**src/rtl/riscv_mux_pkg.sv**
```systemverilog
// Shared constants and types for the pipelined result selectors.
package riscv_mux_pkg;

  localparam int XLEN       = 32;
  localparam int MUX_MAX_IN = 16;

  // Encoded as {main valid, skid valid}; 2'b01 is unreachable.
  typedef enum logic [1:0] {
    SKID_EMPTY = 2'b00,
    SKID_ONE   = 2'b10,
    SKID_FULL  = 2'b11
  } skid_state_e;

endpackage

```
**src/rtl/pipe_skid_reg.sv**
```systemverilog
// Two-entry valid/ready skid buffer; in_ready is registered, so out_ready has
// no combinational path to in_ready.
module pipe_skid_reg
  import riscv_mux_pkg::*;
#(
  parameter int W = 8
) (
  input  logic         clk,
  input  logic         reset,
  input  logic [W-1:0] in_data,
  input  logic         in_valid,
  output logic         in_ready,
  output logic [W-1:0] out_data,
  output logic         out_valid,
  input  logic         out_ready
);

  skid_state_e  state_q, state_d;
  logic [W-1:0] main_q, main_d;
  logic [W-1:0] skid_q, skid_d;
  logic         rdy_q, rdy_d;
  logic         acc, drop;

  assign acc  = in_valid & rdy_q;
  assign drop = (state_q != SKID_EMPTY) & out_ready;

  always_comb begin
    state_d = state_q;
    main_d  = main_q;
    skid_d  = skid_q;
    case (state_q)
      SKID_EMPTY: begin
        if (acc) begin
          main_d  = in_data;
          state_d = SKID_ONE;
        end
      end
      SKID_ONE: begin
        if (acc && !drop) begin
          skid_d  = in_data;
          state_d = SKID_FULL;
        end else if (acc && drop) begin
          main_d = in_data;
        end else if (drop) begin
          state_d = SKID_EMPTY;
        end
      end
      SKID_FULL: begin
        // in_ready is low here, so only a drop can change anything.
        if (drop) begin
          main_d  = skid_q;
          state_d = SKID_ONE;
        end
      end
      default: state_d = SKID_EMPTY;
    endcase
    rdy_d = (state_d != SKID_FULL);
  end

  always_ff @(posedge clk or posedge reset) begin
    if (reset) begin
      state_q <= SKID_EMPTY;
      main_q  <= '0;
      skid_q  <= '0;
      rdy_q   <= 1'b0;
    end else begin
      state_q <= state_d;
      main_q  <= main_d;
      skid_q  <= skid_d;
      rdy_q   <= rdy_d;
    end
  end

  assign in_ready  = rdy_q;
  assign out_data  = main_q;
  assign out_valid = (state_q != SKID_EMPTY);

endmodule

```
**src/rtl/muxn_pipe.sv**
```systemverilog
// N:1 selector feeding a registered skid stage; out-of-range selects forward zero.
// Optional sticky select-error flag enabled by defining MUXN_PIPE_SEL_ERR_EN.
module muxn_pipe
  import riscv_mux_pkg::*;
#(
  parameter int N      = XLEN,
  parameter int NUM_IN = 4,
  parameter int SEL_W  = $clog2(NUM_IN)
) (
  input  logic                clk,
  input  logic                reset,
  input  logic [NUM_IN*N-1:0] in_data,
  input  logic [SEL_W-1:0]    in_sel,
  input  logic                in_valid,
  output logic                in_ready,
  output logic [N-1:0]        out_data,
  output logic [SEL_W-1:0]    out_sel,
  output logic                out_valid,
  input  logic                out_ready,
  output logic                sel_err
);

  logic [N-1:0]       sel_data;
  logic [SEL_W+N-1:0] bundle_in, bundle_out;

  always_comb begin
    sel_data = '0;
    for (int k = 0; k < NUM_IN; k++) begin
      if (int'(in_sel) == k) sel_data = in_data[k*N +: N];
    end
  end

  // The raw select travels with the word as a tag, even when out of range.
  assign bundle_in = {in_sel, sel_data};

  pipe_skid_reg #(.W(SEL_W + N)) u_skid (
    .clk       (clk),
    .reset     (reset),
    .in_data   (bundle_in),
    .in_valid  (in_valid),
    .in_ready  (in_ready),
    .out_data  (bundle_out),
    .out_valid (out_valid),
    .out_ready (out_ready)
  );

  assign out_sel  = bundle_out[SEL_W+N-1:N];
  assign out_data = bundle_out[N-1:0];

`ifdef MUXN_PIPE_SEL_ERR_EN
  logic sel_err_q, sel_err_d;

  always_comb begin
    sel_err_d = sel_err_q;
    if (in_valid && in_ready && (int'(in_sel) >= NUM_IN)) sel_err_d = 1'b1;
  end

  always_ff @(posedge clk or posedge reset) begin
    if (reset) sel_err_q <= 1'b0;
    else       sel_err_q <= sel_err_d;
  end

  assign sel_err = sel_err_q;
`else
  assign sel_err = 1'b0;
`endif

endmodule

```
**config.mk**
```make
export PLATFORM = sky130hd
export DESIGN_NAME = muxn_pipe
export DESIGN_NICKNAME = d
export VERILOG_FILES = /design/src/rtl/riscv_mux_pkg.sv /design/src/rtl/pipe_skid_reg.sv /design/src/rtl/muxn_pipe.sv
export SDC_FILE = /design/constraint.sdc
export NUM_CORES = 1
export LEC_CHECK = 0
export CORE_MARGIN = 5
export CORE_UTILIZATION = 35
export DETAILED_ROUTE_END_ITERATION = 10
export PLACE_DENSITY = 0.76
export SYNTH_ARGS = -nofsm -noshare
export SYNTH_HDL_FRONTEND = slang
export SYNTH_SLANG_ARGS = --single-unit
```
**constraint.sdc**
```tcl
create_clock -name clk -period 2.15 [get_ports clk]
set_clock_uncertainty 0.1 [all_clocks]
set_input_delay 0.43 -clock clk [delete_from_list [all_inputs] [get_ports clk]]
set_output_delay 0.43 -clock clk [all_outputs]
set_load 0.05 [all_outputs]
```
# Yosys cells after proc, flatten, opt, wreduce, memory -nomap -nowiden
# Index checks and enable logic that the tools add are counted.
classes:
  n_eq_ne: 10
  bitwise_logic: 2
  mux: 15
  reduce_logical: 9
ops:
  columns: ["op", "n"]
  rows:
  - ["34-bit two-way mux", 4]
  - ["32-bit two-way mux", 4]
  - ["34-bit one-hot mux with 3 select lines", 1]
  - ["2-bit two-way mux", 5]
  - ["2-bit equality test, second input constant", 4]
  - ["2-bit by 1-bit != test with 1-bit output, second input constant", 3]
  - ["2-bit one-hot mux with 3 select lines", 1]
  - ["5-bit AND reduction", 1]
  - ["2-bit zero test", 2]
  - ["2-bit != test, second input constant", 2]
  - ["3-bit nonzero test", 1]
  - ["1-bit AND", 2]
  - ["2-bit by 1-bit equality test with 1-bit output, second input constant", 1]
  - ["1-bit logical AND", 2]
  - ["2-bit AND reduction", 1]
  - ["2-bit nonzero test", 1]
  - ["1-bit zero test", 1]
totals:
  regBits: 71

# Longest topological paths before layout
# Gate-level depths: netlist (run 1).
logic_depth:
  ltp_word: 8
  ltp_mapped: 6
  depth_no_buf: 3

# Cells and area by module
# A second synthesis (run 1) with hierarchy kept.
unflattened:
  hier_cells: 292
  hier_area_um2: 4088.9
modules_own_cells:
  columns: ["mod", "n_inst", "seq_area_each_um2", "area_each_um2", "cells_each"]
  rows:
  - ["pipe_skid_reg", 1, 1776.7, 3263.1, 251]
  - ["muxn_pipe", 1, 0.0, 825.8, 41]

# Worst setup path after synthesis (run 1)
# Ideal clock, no wire load.
synth_path:
  path_kind: "register to register"
  start: "register u_skid.rdy_q, in the netlist u_skid.in_ready"
  end: "register u_skid.skid_q[0]"
  path_slack_ps: 278
  setup_ps: 125
  arrival_time_ps: 1647
  stages_incl_launch_ff: 5
  path_cell_list: "dfrtp_1 > nand2_1 > nor3_4 > buf_4 > mux2_2"
synth_via:
  elab_chain_cells: 3
synth_rtl:
  columns: ["item", "line", "rtl"]
  rows:
  - ["from (decl)", "pipe_skid_reg.sv:21", "logic rdy_q, rdy_d;"]
  - ["from (signal assigned)", "pipe_skid_reg.sv:70", "rdy_q <= rdy_d;"]
  - ["1-bit AND", "pipe_skid_reg.sv:24", "assign acc = in_valid & rdy_q;"]
  - ["1-bit logical AND", "pipe_skid_reg.sv:39", "if (acc && !drop) begin"]
  - ["2-bit AND reduction (no line)", null, null]
  - ["to (signal assigned)", "pipe_skid_reg.sv:69", "skid_q <= skid_d;"]
  - ["to (decl)", "pipe_skid_reg.sv:20", "logic [W-1:0] skid_q, skid_d;"]
# No other way between the ends.
# A chain may end at the register's enable or synchronous reset.

# Final worst setup path (run 1)
layout_path:
  start: "register u_skid.rdy_q, in the netlist u_skid.in_ready"
  end: "output port in_ready"
layout_lines:
  columns: ["item", "line", "rtl"]
  rows:
  - ["to (decl)", "muxn_pipe.sv:15", "output logic in_ready,"]
# No word-level cell between the ends.

==> run metrics, run 1 <==
top-area cell type share of the netlist area=46.4%; Num CTS Buffers=9; wire per inst=~19 um; filler cell count in the final layout=around 900; met1 Track Usage GR=roughly a fifth; Crit. End Element=output pin; mux contribution to synthesized area=30.0%; sw power=just over 2000 uW; P per Cell Area=~940 nW/um2; critical path's slowest cell=clkdlybuf4s50_1; fmax=0.481 GHz; gr busiest metal=met2; ANT cells=0; CTS Buffer Depth=2; gr usage total=16.3%; Adder-Cell Fraction of Synth Area=0%; Area growth syn-to-layout=53.4%; share of cells above drive strength 1=about 26%; synthesized area per cell=between 15 and 20 um2; clock sinks=71; part of the power in combinational logic=a little over two fifths; Vias=between 3000 and 4000; Pint=roughly 3500 uW; R2R setup slack=a little under 0.4 ns; CP Launch Type=register; Synth Net Count=slightly below 400; Global Route met3 Usage=4.18%; Die Wd=between 100 and 150 um; vias per inst=between 5 and 6; vias in the first global route=approximately 3300; Layout Nets=~550; Yosys warning total=0; Pwr Total=about 5500 uW; Iter 0 DRT Violations=roughly 130; WP depth=1; FF+latch count, synth=71; grt ovf=0; DRC errors left=0; simple-gate share of the synthesized area=a little under a tenth; most common cell after layout, fill and taps aside=clkdlybuf4s50_1; Synth Instances=251; Worst Path Arrival=between 1.5 and 2 ns; Slew HR=~64%; HPWL Detailed=about 7700 um; Routed WL=10600 um; first-pass GRT wire length=16900 um; Initial Utilization=35.5%; clock slew seen by the registers of the worst setup and hold paths=around 0.08 ns; RePlAce Congestion=between 0.6 and 0.7; hold_buf cts=0; final period utilization=96.7%; setup TNS=0 ns; WS Path Type=reg -> out; Clock power frac=between 10% and 20%; CP bufs+invs=1; status=finished, final reports clean; first-pass iteration count of the detailed router=4; largest net degree at the start of global routing=72; Worst path top cell family by delay=buffers and inverters; CP Data Required Time=around 1.6 ns; synth top area cells=dfrtp_1, mux4_2, mux2_2; worst path cell trace=clkdlybuf4s50_1; dpl cell area=5680 um2; largest family of logic cells by synthesized area=multiplexers; Sw Ratio=a little over a third; Slew Limit Fails=0; initial antenna violation count=0; worst reg2reg path depth=4; Max-Cap Viols=0; most frequent cells in the layout=clkdlybuf4s50_1, dfrtp_1, mux2_2; complex-gate fraction of the synthesized area=a little under 9%; sequential share of the synthesized area=a little under half; IO Pins=171; final hold viol count=0; Worst Max-Slew Pin Slew=~0.55 ns; Worst Hold Class=reg -> reg; crit path time final=about 2.1 ns; Post-Place Cells=~540; Die Footprint=~13000 um2; area leader, netlist=dfrtp_1; ANT nets after route=0; Root Driver=clkbuf_8; Reg power frac=a little under two fifths; cell area after synthesis=around 3800 um2; WHS Path Cells=1; RSZ-0062 raised after global routing=no; met2 Use GR=27.8%; final std cells w/o fill=between 500 and 600; leakage power=roughly 0.0023 uW; Crit Path Max Fanout=3; CORE AREA=10800 um2; synth unique cells=22; Skew-Pair Late Insertion Delay=~0.33 ns; design area=5880 um2; Final setup violation count=0; I/O Buffers=between 150 and 200; XOR/XNOR Fraction of Synth Area=0%; Peak VDD IR=between 0.4 and 0.5 mV; H-tree levels=3; CTS tree=built; die height=~110 um; Cell Rows=38; largest stage delay on the critical path=between 0.8 and 0.9 ns
-- logic make-up after synthesis --
group / Yosys count
buffers and inverters: 33
and+or+nand+nor: 41
DFF: 71
AOI/OAI and AO/OA: 35
other: 1
muxes: 70
-- cells in the mapped netlist --
| master | n |
|---|---|
| a211o_1 | 1 |
| a21oi_1 | 1 |
| a221o_1 | 32 |
| and4_1 | 32 |
| buf_1 | 1 |
| buf_2 | 2 |
| buf_4 | 4 |
| buf_6 | 9 |
| clkbuf_1 | 14 |
| conb_1 | 1 |
| dfrtp_1 | 71 |
| inv_1 | 3 |
| mux2_2 | 38 |
| mux4_2 | 32 |
| nand2_1 | 2 |
| nand2b_1 | 2 |
| nor2b_1 | 1 |
| nor2b_4 | 1 |
| nor3_2 | 1 |
| nor3_4 | 1 |
| o22ai_1 | 1 |
| or2_2 | 1 |
-- worst paths after layout --
check                                   from                  end
setup / recovery             u_skid.in_ready             in_ready
hold / removal             u_skid.skid_q[29]    u_skid.skid_q[29]
setup reg to reg           u_skid.state_q[0]  u_skid.out_data[16]
hold reg to reg            u_skid.skid_q[29]    u_skid.skid_q[29]
max in group asynchronous              reset    u_skid.state_q[1]
min in group asynchronous              reset    u_skid.skid_q[23]
-- through the flow --
step	hold WS, ns	utilization, %	setup slack, ns
detailed placement	0.388	52.6	-0.0427
CTS	0.404	54.4	0.0362
floorplan	0.373	-	0.278
global placement	0.382	52.6	-0.0126
global route	0.410	54.4	0.0170
finish	0.400	54.4	0.0699
-- final cells by class --
class                      instances  area (um2)  area share [%]
multi-input combinational        147        1850            31.5
clock buffer                      11         141            2.41
inverter                           3        15.0           0.256
tap                              140         175            2.98
sequential                        71        1780            30.3
timing repair buffer             183        1860            31.6
clock inverter                     5        57.6           0.980
-- state kept, by name, summed over array words and instances, names as in the netlist --
| signal | count |
|---|---|
| u_skid.state_q | 2 |
| u_skid.in_ready | 1 |
| u_skid.skid_q | 34 |
| u_skid.out_data | 34 |
-- repair_timing --
action | 4_1_cts | 5_1_grt
buffers inserted | 0 | 0
gates resized for setup | 0 | 1
setup endpoints to repair | 0 | 1
-- per-layer routing --
metal / up-vias / wire length [um]
met5: - / 0
met4: 0 / 166
met3: 14 / 733
met2: 104 / 5480
met1: 1558 / 4260
li1: 1368 / -
-- power by group through the flow --
| stage | Combinational [uW] | Sequential [uW] | Clock [uW] |
|---|---|---|---|
| finish | 2370 | 2070 | 1060 |
| global route | 2490 | 2130 | 1160 |
| CTS | 2400 | 2070 | 1100 |
| detailed placement | 2390 | 2090 | 0 |
| global placement | 2340 | 2070 | 0 |
| floorplan | 818 | 2740 | 0 |
No activity file was read; power rests on OpenSTA's default activity.
==> run 2, diff against run 1 <==
--- a/config.mk
+++ b/config.mk
@@ -8,7 +8,9 @@
 export CORE_MARGIN = 5
 export CORE_UTILIZATION = 35
 export DETAILED_ROUTE_END_ITERATION = 10
-export PLACE_DENSITY = 0.76
+export DONT_BUFFER_PORTS = 1
+export MAX_ROUTING_LAYER = met4
+export PLACE_DENSITY = 0.55
 export SYNTH_ARGS = -nofsm -noshare
 export SYNTH_HDL_FRONTEND = slang
 export SYNTH_SLANG_ARGS = --single-unit
==> run 2 against run 1 <==
  * Clock power is 37% higher
  * Register-to-register slack worse by 0.09 ns
  * Flip-flop and latch count did not move
==> run metrics, run 2 (same netlist as run 1, synthesis figures left out) <==
status=finished, final reports clean; Worst Max-Slew Pin Slew=approximately 0.52 ns; CP bufs+invs=1; gr usage total=15.1%; Routed WL=slightly below 10000 um; critical path's slowest cell=or2_2; WS Path Type=reg -> out; I/O Buffers=0; Num CTS Buffers=9; final period utilization=92.7%; Slew HR=65.2%; hold slack=roughly 0.15 ns; ANT nets after route=0; Pwr Total=5180 uW; CTS resizes=0; CTS Buffer Depth=2; H-tree levels=3; hold_sp=in_sel[0]; Skew-Pair Late Insertion Delay=approximately 0.33 ns; FF-to-FF End=u_skid.skid_q[27]; CP Data Required Time=1.62 ns; Endpoint, Worst Hold=u_skid.skid_q[32]; most common cell after layout, fill and taps aside=dfrtp_1; worst reg2reg path depth=5; Die Footprint=approximately 13000 um2; grt ovf=0; clock slew seen by the registers of the worst setup and hold paths=roughly 0.07 ns; filler cell count in the final layout=between 900 and 1000; largest stage delay on the critical path=0.46 ns; Final setup violation count=0; final hold viol count=0; design area=approximately 4200 um2; Root Driver=clkbuf_8; clock sinks=slightly above 70; Reg area=about 1800 um2; R2R Path Start=u_skid.state_q[1]; Worst Path Arrival=roughly 1.5 ns; die height=around 110 um; Final WS setup=0.156 ns; RePlAce Congestion=0.687; worst path cell trace=buf_4 > or2_2; IO Pins=between 150 and 200; Slew Limit Fails=0; most frequent cells in the layout=dfrtp_1, mux2_2, mux4_2, and4_1, a221o_1; Initial Utilization=between 30 and 40%; setup TNS=0 ns; vias in the first global route=between 2000 and 3000; Max-Cap Viols=0; leakage power=approximately 0.0017 uW; Worst path top cell family by delay=simple AND/OR/NAND/NOR gates; vias per inst=6.04; Die Wd=115 um; initial antenna violation count=1; Worst Hold Class=in -> reg; R2R setup slack=about 0.30 ns; Crit Path Max Fanout=38; Layout Nets=379; first-pass GRT wire length=approximately 15000 um; Area growth syn-to-layout=10.3%; dpl cell area=roughly 3900 um2; RSZ-0062 raised after global routing=no; CORE AREA=around 11000 um2; first-pass iteration count of the detailed router=4; crit path time final=roughly 2 ns; DRC errors left=0; WHS Path Cells=1; CP Launch Type=register; Peak VDD IR=roughly 0.5 mV; Vias=between 2000 and 2500; multi-input logic area=1850 um2; Cell Rows=38; pre-CTS WS=0.295 ns; Crit. End Element=output pin; CTS tree=built; Iter 0 DRT Violations=103; P per Cell Area=roughly 1200 nW/um2; fmax=0.502 GHz; share of cells above drive strength 1=41.2%; wire per inst=24.7 um; largest net degree at the start of global routing=40
==> run 2: layout make-up <==
class                           count  share of cell area, %
Timing Repair Buffer               13                   2.96
Sequential cell                    71                   42.0
Clock buffer                       11                   3.58
Inverter                            3                  0.355
Tap cell                          140                   4.15
Antenna cell                        1                 0.0592
Multi-Input combinational cell    147                   43.8
Clock inverter                      5                   3.02
==> run 2: metal layers <==
| metal | GRT usage, % | part of all wire, % | up-vias |
|---|---|---|---|
| li1 | - | - | 1023 |
| met3 | 5.55 | 8.2 | 4 |
| met2 | 23.1 | 50 | 93 |
| met4 | 3.25 | 0.58 | 0 |
| met5 | - | 0 | - |
| met1 | 19.3 | 41 | 1243 |
==> run 2: worst register-to-register path, cell delays in order, from the launching register on <==
cell and delay, ns:
dfrtp_1 0.39, buf_4 0.29, nand2b_1 0.13, nor3_4 0.23
buf_12 0.23, mux2_2 0.37
==> run 2: what timing repair did <==
| item | in CTS | in global routing |
|---|---|---|
| hold buffers | 1 | 0 |
| hold endpoints to repair | 42 | 0 |
| buffers inserted | 0 | 0 |
==> run 2: through the flow <==
| step | instances | utilization, % |
|---|---|---|
| after floorplan | 251 | - |
| final | 391 | 39.1 |
| after detailed placement | 373 | 36.4 |
| after CTS | 390 | 39.1 |
| after global placement | 373 | 36.4 |
| after global routing | 391 | 39.1 |
==> run 2: how the worst max path moves through the flow <==
stage                                   end  cells past startpoint  slack, ns               from
final                             out_valid                      2       0.16  u_skid.state_q[0]
after global routing              out_valid                      2       0.09  u_skid.state_q[0]
after CTS                         out_valid                      2       0.14  u_skid.state_q[0]
after detailed placement  u_skid.skid_q[27]                      5       0.29  u_skid.state_q[1]
after global placement     u_skid.skid_q[4]                      5       0.35  u_skid.state_q[1]
after floorplan            u_skid.skid_q[0]                      4       0.28    u_skid.in_ready
==> run 2: where the power goes <==
group | switching (uW) | internal, uW
logic | 361 | 547
registers | 1020 | 1800
clock network | 501 | 952
total | 1880 | 3300
